[src/rtl/aes_round_ctrl.sv]
// AES round-sequencing controller.
// Walks a round-iterative AES datapath through load, Nr-1 middle rounds and a
// final round, stalling whenever the key expansion has not yet produced the
// round key for round_idx, then holds the captured result until it is taken.
//
// State table:
//   IDLE  | waiting for a block; in_ready high, cipher frozen
//   LOAD  | request round-0 key; cipher_reset loads in^key when it arrives
//   ROUND | middle rounds 1..Nr-1; cipher advances only when key is valid
//   FINAL | request round-Nr key; capture_en strobes when it arrives
//   HOLD  | result held in output register until out_ready
//
// Optional feature: define AES_ROUND_CTRL_ABORT_EN to add an abort input that
// returns the controller to IDLE from any busy state without capturing.
module aes_round_ctrl (
  input  logic       clk,
  input  logic       reset,
  input  logic       in_valid,
  output logic       in_ready,
  input  logic [1:0] key_len,
  input  logic       dir_in,
  input  logic       key_valid,
  output logic       key_req,
  output logic [3:0] round_idx,
  output logic       cipher_reset,
  output logic       cipher_done,
  output logic       cipher_dir,
  output logic       capture_en,
  output logic       out_valid,
  input  logic       out_ready,
  output logic       busy
`ifdef AES_ROUND_CTRL_ABORT_EN
  ,
  input  logic       abort
`endif
);

  typedef enum logic [2:0] {
    S_IDLE  = 3'd0,
    S_LOAD  = 3'd1,
    S_ROUND = 3'd2,
    S_FINAL = 3'd3,
    S_HOLD  = 3'd4
  } state_t;

  state_t     state_q, state_d;
  logic [3:0] cnt_q, cnt_d;
  logic [1:0] klen_q, klen_d;
  logic       dir_q, dir_d;
  logic [3:0] nr;

  // Round count from the latched key length; the reserved code 11 runs as AES-128.
  always_comb begin
    case (klen_q)
      2'b01:   nr = 4'd12;
      2'b10:   nr = 4'd14;
      default: nr = 4'd10;
    endcase
  end

  // State, round counter and per-block configuration registers.
  always_ff @(posedge clk or negedge reset) begin
    if (!reset) begin
      state_q <= S_IDLE;
      cnt_q   <= 4'd0;
      klen_q  <= 2'b00;
      dir_q   <= 1'b0;
    end else begin
      state_q <= state_d;
      cnt_q   <= cnt_d;
      klen_q  <= klen_d;
      dir_q   <= dir_d;
    end
  end

  // Next-state logic and all controller outputs.
  always_comb begin
    state_d      = state_q;
    cnt_d        = cnt_q;
    klen_d       = klen_q;
    dir_d        = dir_q;
    in_ready     = 1'b0;
    key_req      = 1'b0;
    round_idx    = 4'd0;
    cipher_reset = 1'b0;
    cipher_done  = 1'b1;
    capture_en   = 1'b0;
    out_valid    = 1'b0;
    busy         = (state_q != S_IDLE);
    cipher_dir   = dir_q;

    case (state_q)
      S_IDLE: begin
        in_ready = 1'b1;
        cnt_d    = 4'd0;
        if (in_valid) begin
          klen_d  = key_len;
          dir_d   = dir_in;
          state_d = S_LOAD;
        end
      end
      S_LOAD: begin
        key_req = 1'b1;
        if (key_valid) begin
          cipher_reset = 1'b1;
          cnt_d        = 4'd1;
          state_d      = S_ROUND;
        end
      end
      S_ROUND: begin
        key_req   = 1'b1;
        round_idx = cnt_q;
        if (key_valid) begin
          cipher_done = 1'b0;
          cnt_d       = cnt_q + 4'd1;
          // Leave once the last middle round (Nr-1) has been applied.
          if (cnt_d == nr) state_d = S_FINAL;
        end
      end
      S_FINAL: begin
        key_req   = 1'b1;
        round_idx = nr;
        if (key_valid) begin
          capture_en = 1'b1;
          state_d    = S_HOLD;
        end
      end
      S_HOLD: begin
        round_idx = nr;
        out_valid = 1'b1;
        // in_ready stays low here; it rises only once IDLE is reached.
        if (out_ready) begin
          cnt_d   = 4'd0;
          state_d = S_IDLE;
        end
      end
      default: begin
        cnt_d   = 4'd0;
        state_d = S_IDLE;
      end
    endcase

`ifdef AES_ROUND_CTRL_ABORT_EN
    // Abort outranks key_valid and out_ready: drop the block without capturing.
    if (abort && (state_q != S_IDLE)) begin
      capture_en = 1'b0;
      cnt_d      = 4'd0;
      state_d    = S_IDLE;
    end
`endif
  end

endmodule

[config.mk]
export PLATFORM = sky130hd
export DESIGN_NAME = aes_round_ctrl
export DESIGN_NICKNAME = d
export VERILOG_FILES = /design/src/rtl/aes_round_ctrl.sv
export SDC_FILE = /design/constraint.sdc
export NUM_CORES = 1
export LEC_CHECK = 0
export ABC_AREA = 1
export ABC_CLOCK_PERIOD_IN_PS = 2600
export BUFFER_PORTS_ARGS = -buffer_cell sky130_fd_sc_hd__buf_2
export CORE_AREA = 2 2 39 41
export CTS_BUF_LIST = sky130_fd_sc_hd__clkbuf_8
export DETAILED_ROUTE_END_ITERATION = 12
export DIE_AREA = 0 0 41 43
export PLACE_DENSITY = 0.79
export SYNTH_ARGS = -nofsm -noshare
export SYNTH_HDL_FRONTEND = slang
export SYNTH_SLANG_ARGS = --single-unit
[constraint.sdc]
create_clock -name clk -period 2.6 [get_ports clk]
set_clock_uncertainty 0.15 [all_clocks]
set_input_delay 0.39 -clock clk [delete_from_list [all_inputs] [get_ports clk]]
set_output_delay 0.39 -clock clk [all_outputs]
set_load 0.05 [all_outputs]
-- After elaboration in Yosys (flattened, before gate mapping)
Cells that the tools add are included.
W data, S select, Z words.
- register bits after elaboration: 10
- add/sub/neg operators: 1
- bitwise operators: 1
- equality and inequality tests: 13
- mux-type cells: 21
- reduce and logical (&&, ||, !) cells: 7
- operators with widths (cell ; count):
    $mux W3 ; 6
    $pmux W4 S4 ; 1
    $pmux W3 S5 ; 1
    $mux W4 ; 3
    $ne A2 B2 Y1 const B ; 6
    $mux W1 ; 8
    $pmux W4 S2 ; 1
    $eq A3 B2 Y1 const B ; 2
    $pmux W3 S2 ; 1
    $reduce_and A6 Y1 ; 1
    $add A4 B1 Y4 const B ; 1
    $eq A4 B4 Y1 ; 1
    $reduce_and A4 Y1 ; 1
    $eq A3 B1 Y1 const B ; 1
    $eq A3 B3 Y1 const B ; 1
    $logic_not A3 Y1 ; 1
    $reduce_bool A3 Y1 ; 1
    $reduce_or A3 Y1 ; 1
    $eq A2 B1 Y1 const B ; 1
    $eq A2 B2 Y1 const B ; 1
    $reduce_and A2 Y1 ; 1
    $reduce_or A2 Y1 ; 1
    $not A1 Y1 ; 1

-- Longest topological paths before layout
- word-level depth: 6
- gate-level depth with buffers: 10
- mapped depth without buffers: 10

-- Least setup slack after synthesis
No wires, ideal clock.
- path kind: register -> output
- start: register state_q[1]
- end: output port round_idx[1]
- path buffers: 1
- data arrival time: 2.643 ns
- slack: -0.583 ns
- stages on the path, launching flop included: 5
- path through: dfrtp_1 -> buf_4 -> nor3_1 -> nor2_1 -> o22ai_1
- cells in the longest elaborated chain, start to end: 3
- elaborated cells on any way between the ends: 5
- classes of those cells: 3 x eq/ne; 1 x mux; 1 x reduce/logical
- RTL lines (what ; RTL line ; RTL):
    from (decl) ; 46 ; state_t state_q, state_d;
    from (signal assigned) ; 69 ; state_q <= state_d;
    $eq A3 B3 Y1 / $eq A3 B2 Y1 (equally long branches) ; 92 ; case (state_q)
    $reduce_or A2 Y1 (no source line) ; - ;
    $pmux W4 S2 * ; 92 ;
    to (decl) ; 24 ; output logic [3:0] round_idx,
Mark *: on every way between the ends. The rest lies on a longest branch, timed or not.

-- Final worst setup path
- start: register state_q[1]
- end: output port round_idx[2]
Same word-level chain as after synthesis.

==> impl_results.md <==
* Reg2Reg Capture Point: state_q[0]
* Crit. Startpoint: state_q[1]
* Area growth from synthesis to layout at 24.08%
* Setup bufs post-CTS at 0
* Ys async rst share at 100.0%
* # H-tree levels at 1
* Register area share after synthesis at between 30% and 40%
* Slowest CP cell: dfrtp_1
* Cell family with most CP delay: flip-flops
* CTS tree: yes
* Post-Syn Instances at 90
* Number of global-route vias before repair at between 500 and 600
* Drt pass-1 iters at 4
* Routed Antenna Nets at 0
* Post-synthesis xor/xnor area fraction at 0%
* Vias at 659
* Routed wire length at ~1400 um
* Max Cap Viol at 0
* RePlAce Congestion at around 0.76
* Via density at roughly 5.1
* GRT Total Usage at about 20%
* Root Buffer: clkbuf_8
* Post-Synth Adder-Cell Area at ~3.7%
* Largest family of logic cells by synthesized area: simple AND/OR/NAND/NOR gates
* Slew headroom at between 70% and 80%
* Critical Path AT at between 1.5 and 2 ns
* Core Area at roughly 1400 um2
* Fin Hold WS at roughly 0.23 ns
* CP Class: flip-flop to output pin
* Clk pin slew, worst setup/hold paths at approximately 0.05 ns
* Final core utilization at between 60 and 70%
* Max Fclk at 474.9 MHz
* Initial antenna violation count at 0
* Final hold vios at 0
* Critical path depth at 5
* Fin crit share at roughly four fifths
* Worst path max stage delay at around 0.54 ns
* Share of cells above drive strength 1 at 30.36%
* Setup violators final at 0
* Routed len/inst at between 10 and 15 um
* Number of CTS-inserted buffers at 3
* CP Capture Point: round_idx[2]
* RR Startpoint: cnt_q[0]
* Ports at 20
* Gr ovfl total at 0
* Most used DFF post-synth: dfrtp_1
* Nets at 124
* Syn_area_per_cell at about 7.6 um2
* CTS resizes at 0
* Worst Path Buf+Inv at 2
* Post-synthesis mux area share at under 10%
* Worst slew pin tran at 0.3384 ns
* Initial DRC Count at 21
* Post-Syn Area at between 600 and 700 um2
* Syn. warnings at 0
* Run status: complete, no violations
* Synth cell types at 20
* Die height at about 43 um
* CP max FO at 8
* Simple-gate share of the synthesized area at between 30% and 40%
* Final Max Slew Viols at 0
* Global-route wire length before repair at between 2000 and 2500 um
* Reg2Reg Depth at 9
* Worst endpoint required time at 2.06 ns
* Syn nets at 100
* Crit path launch type: flip-flop
* Initial Util at between 40% and 50%
* Hold Path Class: primary input to flip-flop
* Compound-cell area share of the yosys netlist at a little under an eighth
* Min-Delay Path Depth at 2
* Port Buffers at 19
* Pin count of the biggest net entering global routing at 11
* # clock sinks at 10
* Pre-CTS WS at between 0.7 and 0.8 ns
* Critical path endpoint category: output pin
* Worst-Skew Late Latency at 0.24 ns
* Die W at about 41 um
* Flops & latches, synth at 10
* Post-route minimum period at roughly 2.1 ns
* R2r setup slk at 1.00 ns
* Antenna diodes at 0
* Post-synth EDFFs at 0
* Post-route DRC at 0
* RSZ-0062 raised after global routing: false
* Site Rows at 14
* Area of the die at around 1800 um2
* Fin worst setup slack at just under 0.5 ns
* Worst-case clock buffer depth at 2
* Hpwl dp at 1141 um
* CP cell instances: nand3_1 > inv_1 > nor2_1 > o22ai_1 > buf_2
-- metrics by stage --
stage | cells | instance area (um2) | setup TNS [ns]
after detailed placement | 124 | 793.3 | 0
final | 128 | 844.6 | 0
after global placement | 124 | 793.3 | 0
after CTS | 128 | 844.6 | 0
after global routing | 128 | 844.6 | 0
after floorplan | 90 | 685.7 | -0.2019
-- repair_timing --
item,4_1_cts,5_1_grt
endpoints found under the setup margin,0,0
hold buffers,1,0
endpoints found under the hold margin,10,0
-- state kept, by name, indices dropped and copies added, names as in the netlist --
register and count:
cipher_dir 1, cnt_q 4, klen_q 2, state_q 3
-- per-layer routing --
layer	track usage, %	share of wire [%]	wire length, um	vias to the layer above
li1	-	-	-	335
met1	23.36	44	635	299
met2	30.94	48	691	20
met3	4.712	4.7	67	5
met4	12.00	2.5	36	0
met5	0	0	0	-
-- synthesized netlist by cell type, types with 2 or more instances --
| library cell | count | area [um2] |
|---|---|---|
| a21oi_1 | 3 | 15.01 |
| dfrtp_1 | 10 | 250.2 |
| ha_1 | 2 | 25.02 |
| inv_1 | 13 | 48.80 |
| mux2_4 | 2 | 30.03 |
| nand2_1 | 19 | 71.32 |
| nand2_2 | 3 | 18.77 |
| nand3_1 | 6 | 30.03 |
| nand3b_1 | 2 | 15.01 |
| nand4_1 | 3 | 18.77 |
| nor2_1 | 10 | 37.54 |
| nor2_4 | 2 | 22.52 |
| o21ai_0 | 7 | 35.03 |
| o22ai_1 | 2 | 12.51 |
-- kinds of logic (layout without fill, tap and decap cells) --
| logic type | Yosys count | count (layout) |
|---|---|---|
| muxes | 2 | 2 |
| buffers and inverters | 15 | 37 |
| adders and majority gates | 2 | 2 |
| and+or+nand+nor | 48 | 48 |
| DFF | 10 | 10 |
| AOI/OAI and AO/OA | 13 | 13 |
-- worst min-delay path by stage --
stage	from	to	slack (ns)
2_1_floorplan	reset	cipher_dir	-0.06
4_1_cts	key_len[0]	klen_q[0]	0.23
6_report	dir_in	cipher_dir	0.23
3_3_place_gp	reset	cnt_q[3]	0.11
5_1_grt	key_len[0]	klen_q[0]	0.23
3_5_place_dp	reset	cnt_q[1]	0.11
-- worst register-to-register path: cells and delay by family (launching register included) --
family        cells  cell delay [ns]
fa+ha+maj         1             0.35
flops             1             0.44
simple gates      8             0.54
-- placed cells by master (no fill, tap or decap) --
cell / Yosys / layout
buf_2: 0 / 19
dlygate4sd3_1: 0 / 1
o21ai_0: 7 / 7
nand4_1: 3 / 3
a21oi_4: 1 / 1
clkbuf_8: 0 / 3
inv_1: 13 / 13
nand3b_1: 2 / 2
nand2_2: 3 / 3
inv_2: 1 / 1
nor2_1: 10 / 10
o22ai_1: 2 / 2
dfrtp_1: 10 / 10
a21oi_1: 3 / 3
nand2_1: 19 / 19
nor2_2: 1 / 1
nor2_4: 2 / 2
mux2_4: 2 / 2
ha_1: 2 / 2
nand3_1: 6 / 6
nor3_2: 0 / 1
nand2_4: 1 / 1
-- area by class of cell --
| type | instances | area, um2 |
|---|---|---|
| Sequential cell | 10 | 250.2 |
| Multi-Input combinational cell | 65 | 375.4 |
| Clock buffer | 3 | 41.29 |
| Inverter | 14 | 52.55 |
| Tap cell | 16 | 20.02 |
| Fill cell | 126 | 539.3 |
| Timing Repair Buffer | 20 | 105.1 |
Power is left out: the tool's default activity adds up to more than one toggle a clock period on the data nets, which glitch-free logic cannot reach.
